$ cat src/rtl/mem_arbiter_pkg.sv
// Shared encodings for the inst/data bus arbiter: source IDs and FSM states.
package mem_arbiter_pkg;

  typedef enum logic {
    SRC_INST = 1'b0,
    SRC_DATA = 1'b1
  } src_id_t;

  typedef enum logic [1:0] {
    ARB    = 2'd0,
    HOLD_I = 2'd1,
    HOLD_D = 2'd2
  } arb_state_t;

  localparam logic [2:0] INST_SIZE = 3'd2;

endpackage

$ cat src/rtl/mem_arbiter_id_fifo.sv
// In-order FIFO of 1-bit source IDs for transactions awaiting a bus response.
module id_fifo #(
  parameter int DEPTH = 2
) (
  input  logic clk,
  input  logic resetn,
  input  logic i_push,
  input  logic i_push_id,
  input  logic i_pop,
  output logic o_head_id,
  output logic o_full,
  output logic o_empty
);

  localparam int AW = (DEPTH > 1) ? $clog2(DEPTH) : 1;
  localparam int CW = $clog2(DEPTH + 1);

  logic [DEPTH-1:0] r_mem;
  logic [AW-1:0]    r_wptr, r_rptr;
  logic [CW-1:0]    r_cnt;
  logic             w_push, w_pop;

  function automatic logic [AW-1:0] nxt(input logic [AW-1:0] p);
    return (p == AW'(DEPTH - 1)) ? '0 : p + 1'b1;
  endfunction

  assign o_full    = (r_cnt == CW'(DEPTH));
  assign o_empty   = (r_cnt == '0);
  assign o_head_id = r_mem[r_rptr];
  assign w_push    = i_push & ~o_full;
  assign w_pop     = i_pop & ~o_empty;

  always_ff @(posedge clk) begin
    if (!resetn) begin
      r_mem  <= '0;
      r_wptr <= '0;
      r_rptr <= '0;
      r_cnt  <= '0;
    end else begin
      if (w_push) begin
        r_mem[r_wptr] <= i_push_id;
        r_wptr        <= nxt(r_wptr);
      end
      if (w_pop) r_rptr <= nxt(r_rptr);
      if (w_push && !w_pop)      r_cnt <= r_cnt + 1'b1;
      else if (!w_push && w_pop) r_cnt <= r_cnt - 1'b1;
    end
  end

endmodule

$ cat src/rtl/mem_arbiter.sv
// Two-master (inst/data) arbiter onto one pipelined bus with in-order responses.
module mem_arbiter
  import mem_arbiter_pkg::*;
#(
  parameter int OUTSTANDING = 2,
  parameter int STARVE_MAX  = 4
) (
  input  logic        clk,
  input  logic        resetn,
  input  logic        inst_req,
  input  logic [31:0] inst_addr,
  output logic [31:0] inst_rdata,
  output logic        inst_addr_ok,
  output logic        inst_data_ok,
  input  logic        data_req,
  input  logic        data_wr,
  input  logic [3:0]  data_wstrb,
  input  logic [31:0] data_addr,
  input  logic [2:0]  data_size,
  input  logic [31:0] data_wdata,
  output logic [31:0] data_rdata,
  output logic        data_addr_ok,
  output logic        data_data_ok,
  output logic        bus_req,
  output logic        bus_wr,
  output logic [3:0]  bus_wstrb,
  output logic [31:0] bus_addr,
  output logic [2:0]  bus_size,
  output logic [31:0] bus_wdata,
  input  logic [31:0] bus_rdata,
  input  logic        bus_addr_ok,
  input  logic        bus_data_ok
);

  localparam int SW = $clog2(STARVE_MAX + 1);

  arb_state_t r_state, w_next;
  src_id_t    w_gnt;
  logic       w_gnt_vld, w_hs, w_pop;
  logic       w_full, w_empty, w_head;
  logic [SW-1:0] r_starve;

  // A stalled grant is held in HOLD_x so the bus sees a stable request.
  always_comb begin
    w_next    = r_state;
    w_gnt     = SRC_DATA;
    w_gnt_vld = 1'b0;
    case (r_state)
      ARB: if (!w_full) begin
        if (inst_req && (r_starve == SW'(STARVE_MAX) || !data_req)) begin
          w_gnt_vld = 1'b1;
          w_gnt     = SRC_INST;
        end else if (data_req) begin
          w_gnt_vld = 1'b1;
          w_gnt     = SRC_DATA;
        end
      end
      HOLD_I: begin
        w_gnt_vld = 1'b1;
        w_gnt     = SRC_INST;
      end
      HOLD_D: begin
        w_gnt_vld = 1'b1;
        w_gnt     = SRC_DATA;
      end
      default: w_next = ARB;
    endcase
    if (!resetn) w_gnt_vld = 1'b0;
    if (w_gnt_vld) begin
      if (bus_addr_ok)       w_next = ARB;
      else if (r_state == ARB) w_next = (w_gnt == SRC_INST) ? HOLD_I : HOLD_D;
    end
  end

  always_ff @(posedge clk) begin
    if (!resetn) r_state <= ARB;
    else         r_state <= w_next;
  end

  assign w_hs         = w_gnt_vld & bus_addr_ok;
  assign inst_addr_ok = w_hs & (w_gnt == SRC_INST);
  assign data_addr_ok = w_hs & (w_gnt == SRC_DATA);

  always_comb begin
    bus_req = w_gnt_vld;
    if (w_gnt == SRC_INST) begin
      bus_wr    = 1'b0;
      bus_wstrb = '0;
      bus_addr  = inst_addr;
      bus_size  = INST_SIZE;
      bus_wdata = '0;
    end else begin
      bus_wr    = data_wr;
      bus_wstrb = data_wstrb;
      bus_addr  = data_addr;
      bus_size  = data_size;
      bus_wdata = data_wdata;
    end
  end

  // Counts data wins while inst is waiting; inst wins once it saturates.
  always_ff @(posedge clk) begin
    if (!resetn)                      r_starve <= '0;
    else if (!inst_req || inst_addr_ok) r_starve <= '0;
    else if (data_addr_ok && r_starve != SW'(STARVE_MAX))
      r_starve <= r_starve + 1'b1;
  end

  id_fifo #(.DEPTH(OUTSTANDING)) u_id_fifo (
    .clk       (clk),
    .resetn    (resetn),
    .i_push    (w_hs),
    .i_push_id (w_gnt),
    .i_pop     (w_pop),
    .o_head_id (w_head),
    .o_full    (w_full),
    .o_empty   (w_empty)
  );

  assign w_pop        = bus_data_ok & ~w_empty & resetn;
  assign inst_data_ok = w_pop & (src_id_t'(w_head) == SRC_INST);
  assign data_data_ok = w_pop & (src_id_t'(w_head) == SRC_DATA);
  assign inst_rdata   = bus_rdata;
  assign data_rdata   = bus_rdata;

endmodule

$ cat config.mk
export PLATFORM = sky130hd
export DESIGN_NAME = mem_arbiter
export DESIGN_NICKNAME = d
export VERILOG_FILES = /design/src/rtl/mem_arbiter_pkg.sv /design/src/rtl/mem_arbiter_id_fifo.sv /design/src/rtl/mem_arbiter.sv
export SDC_FILE = /design/constraint.sdc
export NUM_CORES = 1
export LEC_CHECK = 0
export ABC_AREA = 1
export BUFFER_PORTS_ARGS = -buffer_cell sky130_fd_sc_hd__buf_4
export CAP_MARGIN = 30
export CORE_AREA = 2 2 110 112
export CTS_CLUSTER_SIZE = 30
export DETAILED_ROUTE_END_ITERATION = 8
export DIE_AREA = 0 0 112 114
export GPL_ROUTABILITY_DRIVEN = 0
export HOLD_SLACK_MARGIN = 0.1
export PLACE_DENSITY_LB_ADDON = 0.05
export SLEW_MARGIN = 10
export SYNTH_ARGS = -nofsm -noshare
export SYNTH_HDL_FRONTEND = slang
export SYNTH_SLANG_ARGS = --single-unit
export TNS_END_PERCENT = 20
$ cat constraint.sdc
create_clock -name clk -period 2.3 [get_ports clk]
set_input_delay 0.23 -clock clk [delete_from_list [all_inputs] [get_ports clk]]
set_output_delay 0.23 -clock clk [all_outputs]
set_load 0.005 [all_outputs]
# After elaboration in Yosys (flattened, before gate mapping)
# Cells that the tools add are included.
op_classes:
  add_sub_neg: 5
  n_lt_le_gt_ge: 3
  n_eq_ne: 5
  n_mux: 27
  n_bitwise: 14
  reduce_logical: 17
ops:
  columns: ["cell", "n"]
  rows:
  - ["$mux 32", 2]
  - ["$mux 2", 7]
  - ["$mux 1", 12]
  - ["$and 1x1->1", 9]
  - ["$logic_and 1x1->1", 5]
  - ["$not 1->1", 5]
  - ["$eq 2x2->1 const B", 2]
  - ["$logic_not 1->1", 4]
  - ["$logic_not 2->1", 2]
  - ["$lt 1x2->1 const B", 2]
  - ["$mux 4", 1]
  - ["$pmux 1 s2", 2]
  - ["$reduce_or 2->1", 2]
  - ["$add 3x1->3 const B", 1]
  - ["$eq 3x3->1 const B", 1]
  - ["$mux 3", 1]
  - ["$ne 3x3->1 const B", 1]
  - ["$reduce_or 3->1", 1]
  - ["$add 1x1->1 const B", 2]
  - ["$add 2x1->2 const B", 1]
  - ["$bwmux 2", 1]
  - ["$eq 2x1->1 const B", 1]
  - ["$logic_or 1x1->1", 2]
  - ["$reduce_bool 2->1", 1]
  - ["other kinds (3)", 3]
totals:
  reg_bits: 11
  word_cells: 77

# Depth between registers and ports, before layout
logic_depth:
  word_depth: 13
  depth_mapped: 11
  ltp_nobuf: 11

# Modules after synthesis
# Synthesis repeated with hierarchy kept, for this count alone.
unflattened:
  hier_cells: 361
  hier_area_um2: 1984.4
by_module_without_submodules:
  columns: ["mod", "instances", "cells_each", "area_each_um2", "seq_area_each_um2"]
  rows:
  - ["mem_arbiter", 1, 312, 1669.1, 100.1]
  - ["id_fifo", 1, 49, 315.3, 120.1]

# Least setup slack after synthesis
# No wires, ideal clock.
synth_path:
  path_kind: "reg-to-reg"
  startpoint: "register r_state[0]"
  endpoint: "register u_id_fifo.r_cnt[1]"
  t_arrival_ps: 1624
  slack_ps: 554
  path_stages_with_launch: 12
  cell_sequence: "dfxtp_1 > inv_1 > ha_1 > inv_1 > nand2_2 > nand3_4 > nor2_4 > ha_1 > a21oi_1 > o21ai_0 > o21ai_0 > a21oi_1"
synth_via:
  elab_chain_cells: 9
synth_rtl:
  columns: ["element", "line_no", "rtl"]
  rows:
  - ["start, declared", "mem_arbiter.sv:37", "arb_state_t r_state, w_next;"]
  - ["start signal, assigned", "mem_arbiter.sv:77", "else r_state <= w_next;"]
  - ["$eq 2x2->1 or $eq 2x1->1 (tied branches)", "mem_arbiter.sv:48", "case (r_state)"]
  - ["$reduce_or 2->1 (no line)", null, null]
  - ["$pmux 1 s2 (*)", "mem_arbiter.sv:48", null]
  - ["$mux 1 (*)", "mem_arbiter.sv:68", "if (!resetn) w_gnt_vld = 1'b0;"]
  - ["$and 1x1->1 (*)", "mem_arbiter.sv:80", "assign w_hs = w_gnt_vld & bus_addr_ok;"]
  - ["$and 1x1->1 (*)", "mem_arbiter_id_fifo.sv:30", "assign w_push = i_push & ~o_full;"]
  - ["named net u_id_fifo.w_push", "mem_arbiter_id_fifo.sv:21", "logic w_push, w_pop;"]
  - ["$logic_not 1->1", "mem_arbiter_id_fifo.sv:46", "else if (!w_push && w_pop) r_cnt <= r_cnt - 1'b1;"]
  - ["$logic_and 1x1->1", "mem_arbiter_id_fifo.sv:46", null]
  - ["$reduce_bool 2->1 (no line)", null, null]
  - ["end signal, assigned", "mem_arbiter_id_fifo.sv:45", "if (w_push && !w_pop) r_cnt <= r_cnt + 1'b1;"]
  - ["end signal, assigned", "mem_arbiter_id_fifo.sv:46", null]
  - ["end, declared", "mem_arbiter_id_fifo.sv:20", "logic [CW-1:0] r_cnt;"]
# The timed path passes the listed nets; every way through them passes the cells marked *.
# A chain may end at the register's enable or synchronous reset.

# Final worst setup path
layout_path:
  startpoint: "register r_starve[0]"
  endpoint: "output bus_addr[12]"
layout_via:
  elab_chain_cells: 7
layout_rtl:
  columns: ["element", "line_no", "rtl"]
  rows:
  - ["start, declared", "mem_arbiter.sv:41", "logic [SW-1:0] r_starve;"]
  - ["start signal, assigned", "mem_arbiter.sv:106", "r_starve <= r_starve + 1'b1;"]
  - ["$eq 3x3->1", "mem_arbiter.sv:50", "if (inst_req && (r_starve == SW'(STARVE_MAX) || !data_req)) begin"]
  - ["$logic_or 1x1->1", "mem_arbiter.sv:50", null]
  - ["$logic_and 1x1->1", "mem_arbiter.sv:50", null]
  - ["$mux 1", "mem_arbiter.sv:50", null]
  - ["$mux 1", "mem_arbiter.sv:49", "ARB: if (!w_full) begin"]
  - ["$pmux 1 s2", "mem_arbiter.sv:48", null]
  - ["$mux 32", "mem_arbiter.sv:86", "if (w_gnt == SRC_INST) begin"]
  - ["end, declared", "mem_arbiter.sv:27", "output logic [31:0] bus_addr,"]
# Every way passes these cells.

==> impl_metrics.csv <==
group,metric,value,unit
grt,grt_overflow,0,
yosys,synthFlopType,"dfxtp_1",
critical_path,cp-end-kind,"primary output",
grt,grt_first_pass_wirelength,11600,um
sta,hold_viol,0,
clock_network,cts_setup_buffers,0,
pwr,internal_power,0.00140,W
yosys,netlist.area_leader.share,0.282,
final_layout,area_delta_synth_final,58.3,%
grt,track_usage,0.112,
critical_path,crit_path_start,"r_starve[0]",
placement,io_buffers,186,
critical_path,cpPeakStageDelay,0.34,ns
routing,dr.pass1.iters,4,
clock_network,clkTransAtPathRegs,0.05,ns
clock_network,root_buffer,"clkbuf_16",
routing,vias,2297,
critical_path,critPathKind,"reg -> out",
yosys,ys_async_sr_fraction,0,
yosys,syn_nets,499,
clock_network,insertion_delay,0.24,ns
grt,grt_max_degree,39,
die,fp-row-count,40,
clock_network,cts_resized,0,
placement,placed_cells,610,
pwr,max-vdd-ir-drop,0.000311,V
yosys,ys_top_cells_by_area,"buf_4, nand2_1, dfxtp_1, inv_1, nor2_1",
die,die_h,114,um
sta,tightest_slew,0.283,ns
critical_path,r2r-start,"r_state[0]",
yosys,synthTopCellsByCount,"nand2_1, buf_4, inv_1",
grt,grt_pass1_vias,2227,
job,drv_cap,0,
sta,rsz0062_at_grt,"false",
routing,finalWirelength,7950,um
yosys,synth_top_cell_by_area,"buf_4",
pwr,pwr-share-seq,0.107,
die,start_util,0.166,
die,floorplan.core_area,11700,um2
clock_network,cts_hold_buf,0,
final_layout,nNetsFinal,617,
pwr,p_clk_frac,0.133,
die,pin_count,283,
min_path,hold_class,"in -> reg",
routing,drc_errors,0,
routing,ant_nets,0,
placement,postPlaceCellArea,2990,um2
pwr,leakage,1.88,nW
critical_path,ff2ff_path_depth,11,
critical_path,endpoint,"bus_addr[12]",
sta,setup_viol,0,
status,status,"completed",
sta,drv_slew,0,
routing,dr.first_iter.drc_count,56,
critical_path,cp_data_required_time,2.07,ns
yosys,ys_types,21,
sta,fin_crit,2.07,ns
sta,slew_headroom,0.810,
pwr,power.density,804,nW/um2
yosys,synth.most_common_cell,"nand2_1",
critical_path,arrival,1.84,ns
clock_network,cts_sinks,11,
yosys,ys_seq_area_frac,0.113,
sta,finClkSkew,0.00559,ns
yosys,synth_cells,350,
yosys,yosysWarnings,0,
die,die-area,12800,um2
critical_path,cp-start-kind,"flip-flop",
routing,via_per_inst,3.74,
final_layout,drive_gt1_frac,0.437,
yosys,synth_area,1940,um2
final_layout,diodes,0,
clock_network,clockBufferDepth,2,
clock_network,numCtsBuffers,3,
routing,wl_per_cell,12.9,um
yosys,synth_seq_cells,11,
final_layout,fin_area,3070,um2
critical_path,crit_fanout,32,
yosys,postSynthAreaPerCell,5.54,um2
pwr,pwr-share-comb,0.761,
grt,antenna_found_initial,0,
placement,dp_hpwl,6690,um
critical_path,r2r-end,"u_id_fifo.r_cnt[1]",
final_layout,fillers,1356,
clock_network,cts_tree,"built",
critical_path,crit_slowest_cell,"dfxtp_1",
critical_path,reg2reg_slack,0.41,ns
critical_path,crit_top_cell,"nand2_1",
final_layout,instances_no_fill,614,
sta,final.setup.tns,0,ns
min_path,min_delay_path_depth,3,
yosys,synth_edf_count,0,
pwr,p_sw,0.00107,W
sta,min_period_over_period,0.900,
critical_path,crit_chain,"inv_1 > ha_1 > nand2_2 > nand2_1 > nand4_2 > nand2_4 > inv_2 > buf_12 > nand2_1 > nand2_1 > buf_4",
clock_network,h-tree-depth,1,
die,dieWidth,112,um
sta,fmax,0.483,GHz
pwr,swShare,0.433,
==> critical path: cells and delay by family (launching register included) <==
| kind | cells | cell delay, ns |
|---|---|---|
| DFF | 1 | 0.34 |
| adders and majority gates | 1 | 0.20 |
| buffers and inverters | 4 | 0.44 |
| and+or+nand+nor | 6 | 0.59 |
==> kinds of logic after synthesis <==
| logic type | after synthesis | synth area share |
|---|---|---|
| and+or+nand+nor | 177 | 0.376 |
| buffers and inverters | 136 | 0.415 |
| AOI/OAI and AO/OA | 18 | 0.0464 |
| DFF | 11 | 0.113 |
| adders and majority gates | 7 | 0.0451 |
| xor gates and xnor gates | 1 | 0.00451 |
==> worst min path at each step <==
stage                             start                 end
after floorplan                inst_req         r_starve[0]
after global placement    bus_rdata[18]      data_rdata[18]
after global routing             resetn  u_id_fifo.r_mem[0]
after detailed placement  bus_rdata[18]      data_rdata[18]
final                            resetn  u_id_fifo.r_mem[0]
after CTS                        resetn  u_id_fifo.r_mem[0]
==> metrics by stage <==
| step | power (W) | worst slack (ns) | hold slack, ns | util |
|---|---|---|---|---|
| final | 0.00247 | 0.230 | 0.303 | 0.262 |
| after global routing | 0.00272 | 0.0526 | 0.316 | 0.262 |
| after CTS | 0.00252 | 0.115 | 0.299 | 0.262 |
| after detailed placement | 0.00218 | 0.391 | 0.460 | 0.255 |
| after global placement | 0.00220 | 0.410 | 0.460 | 0.255 |
| after floorplan | 0.00130 | 0.554 | 0.419 | - |
==> area by class of cell <==
class / instances / area, um2 / share of cell area
Multi-Input combinational cell: 203 / 916 / 0.298
Clock inverter: 1 / 5.00 / 0.00163
Inverter: 60 / 225 / 0.0733
Sequential cell: 11 / 220 / 0.0717
Timing Repair Buffer: 189 / 1450 / 0.471
Tap cell: 147 / 184 / 0.0599
Clock buffer: 3 / 75.1 / 0.0244
==> flip-flops by register name, indices dropped and copies added (netlist names) <==
register	count
u_id_fifo.r_rptr	1
r_state	2
r_starve	3
u_id_fifo.r_wptr	1
u_id_fifo.r_mem	2
u_id_fifo.r_cnt	2
==> power by group through the flow <==
stage	Clock [W]	Combinational (W)	Sequential [W]
5_1_grt	0.000351	0.00210	0.000273
3_3_place_gp	0	0.00193	0.000267
6_report	0.000328	0.00188	0.000264
3_5_place_dp	0	0.00191	0.000268
4_1_cts	0.000338	0.00192	0.000264
2_1_floorplan	0	0.00104	0.000261
==> layout by cell type, fill, tap and decap left out <==
cell type / count
buf_6: 1
inv_1: 58
nand2_4: 1
nor2_4: 2
buf_12: 2
nand3_4: 1
buf_4: 186
nand2_2: 3
xor2_1: 1
nand2_1: 109
inv_2: 2
o21ai_0: 7
or2_2: 1
clkbuf_16: 3
nor2_1: 51
nand3_1: 7
nand4_2: 1
clkinv_2: 1
a21oi_1: 11
nor3_1: 1
dfxtp_1: 11
ha_1: 7
==> metal layers <==
layer  track usage  vias to the layer above  wire, um
li1              -                     1183         -
met1         0.111                      971      2620
met2         0.231                      137      4560
met3        0.0319                        6       690
met4        0.0228                        0        75
met5             0                        -         0
Power figures use the tool's default switching activity.
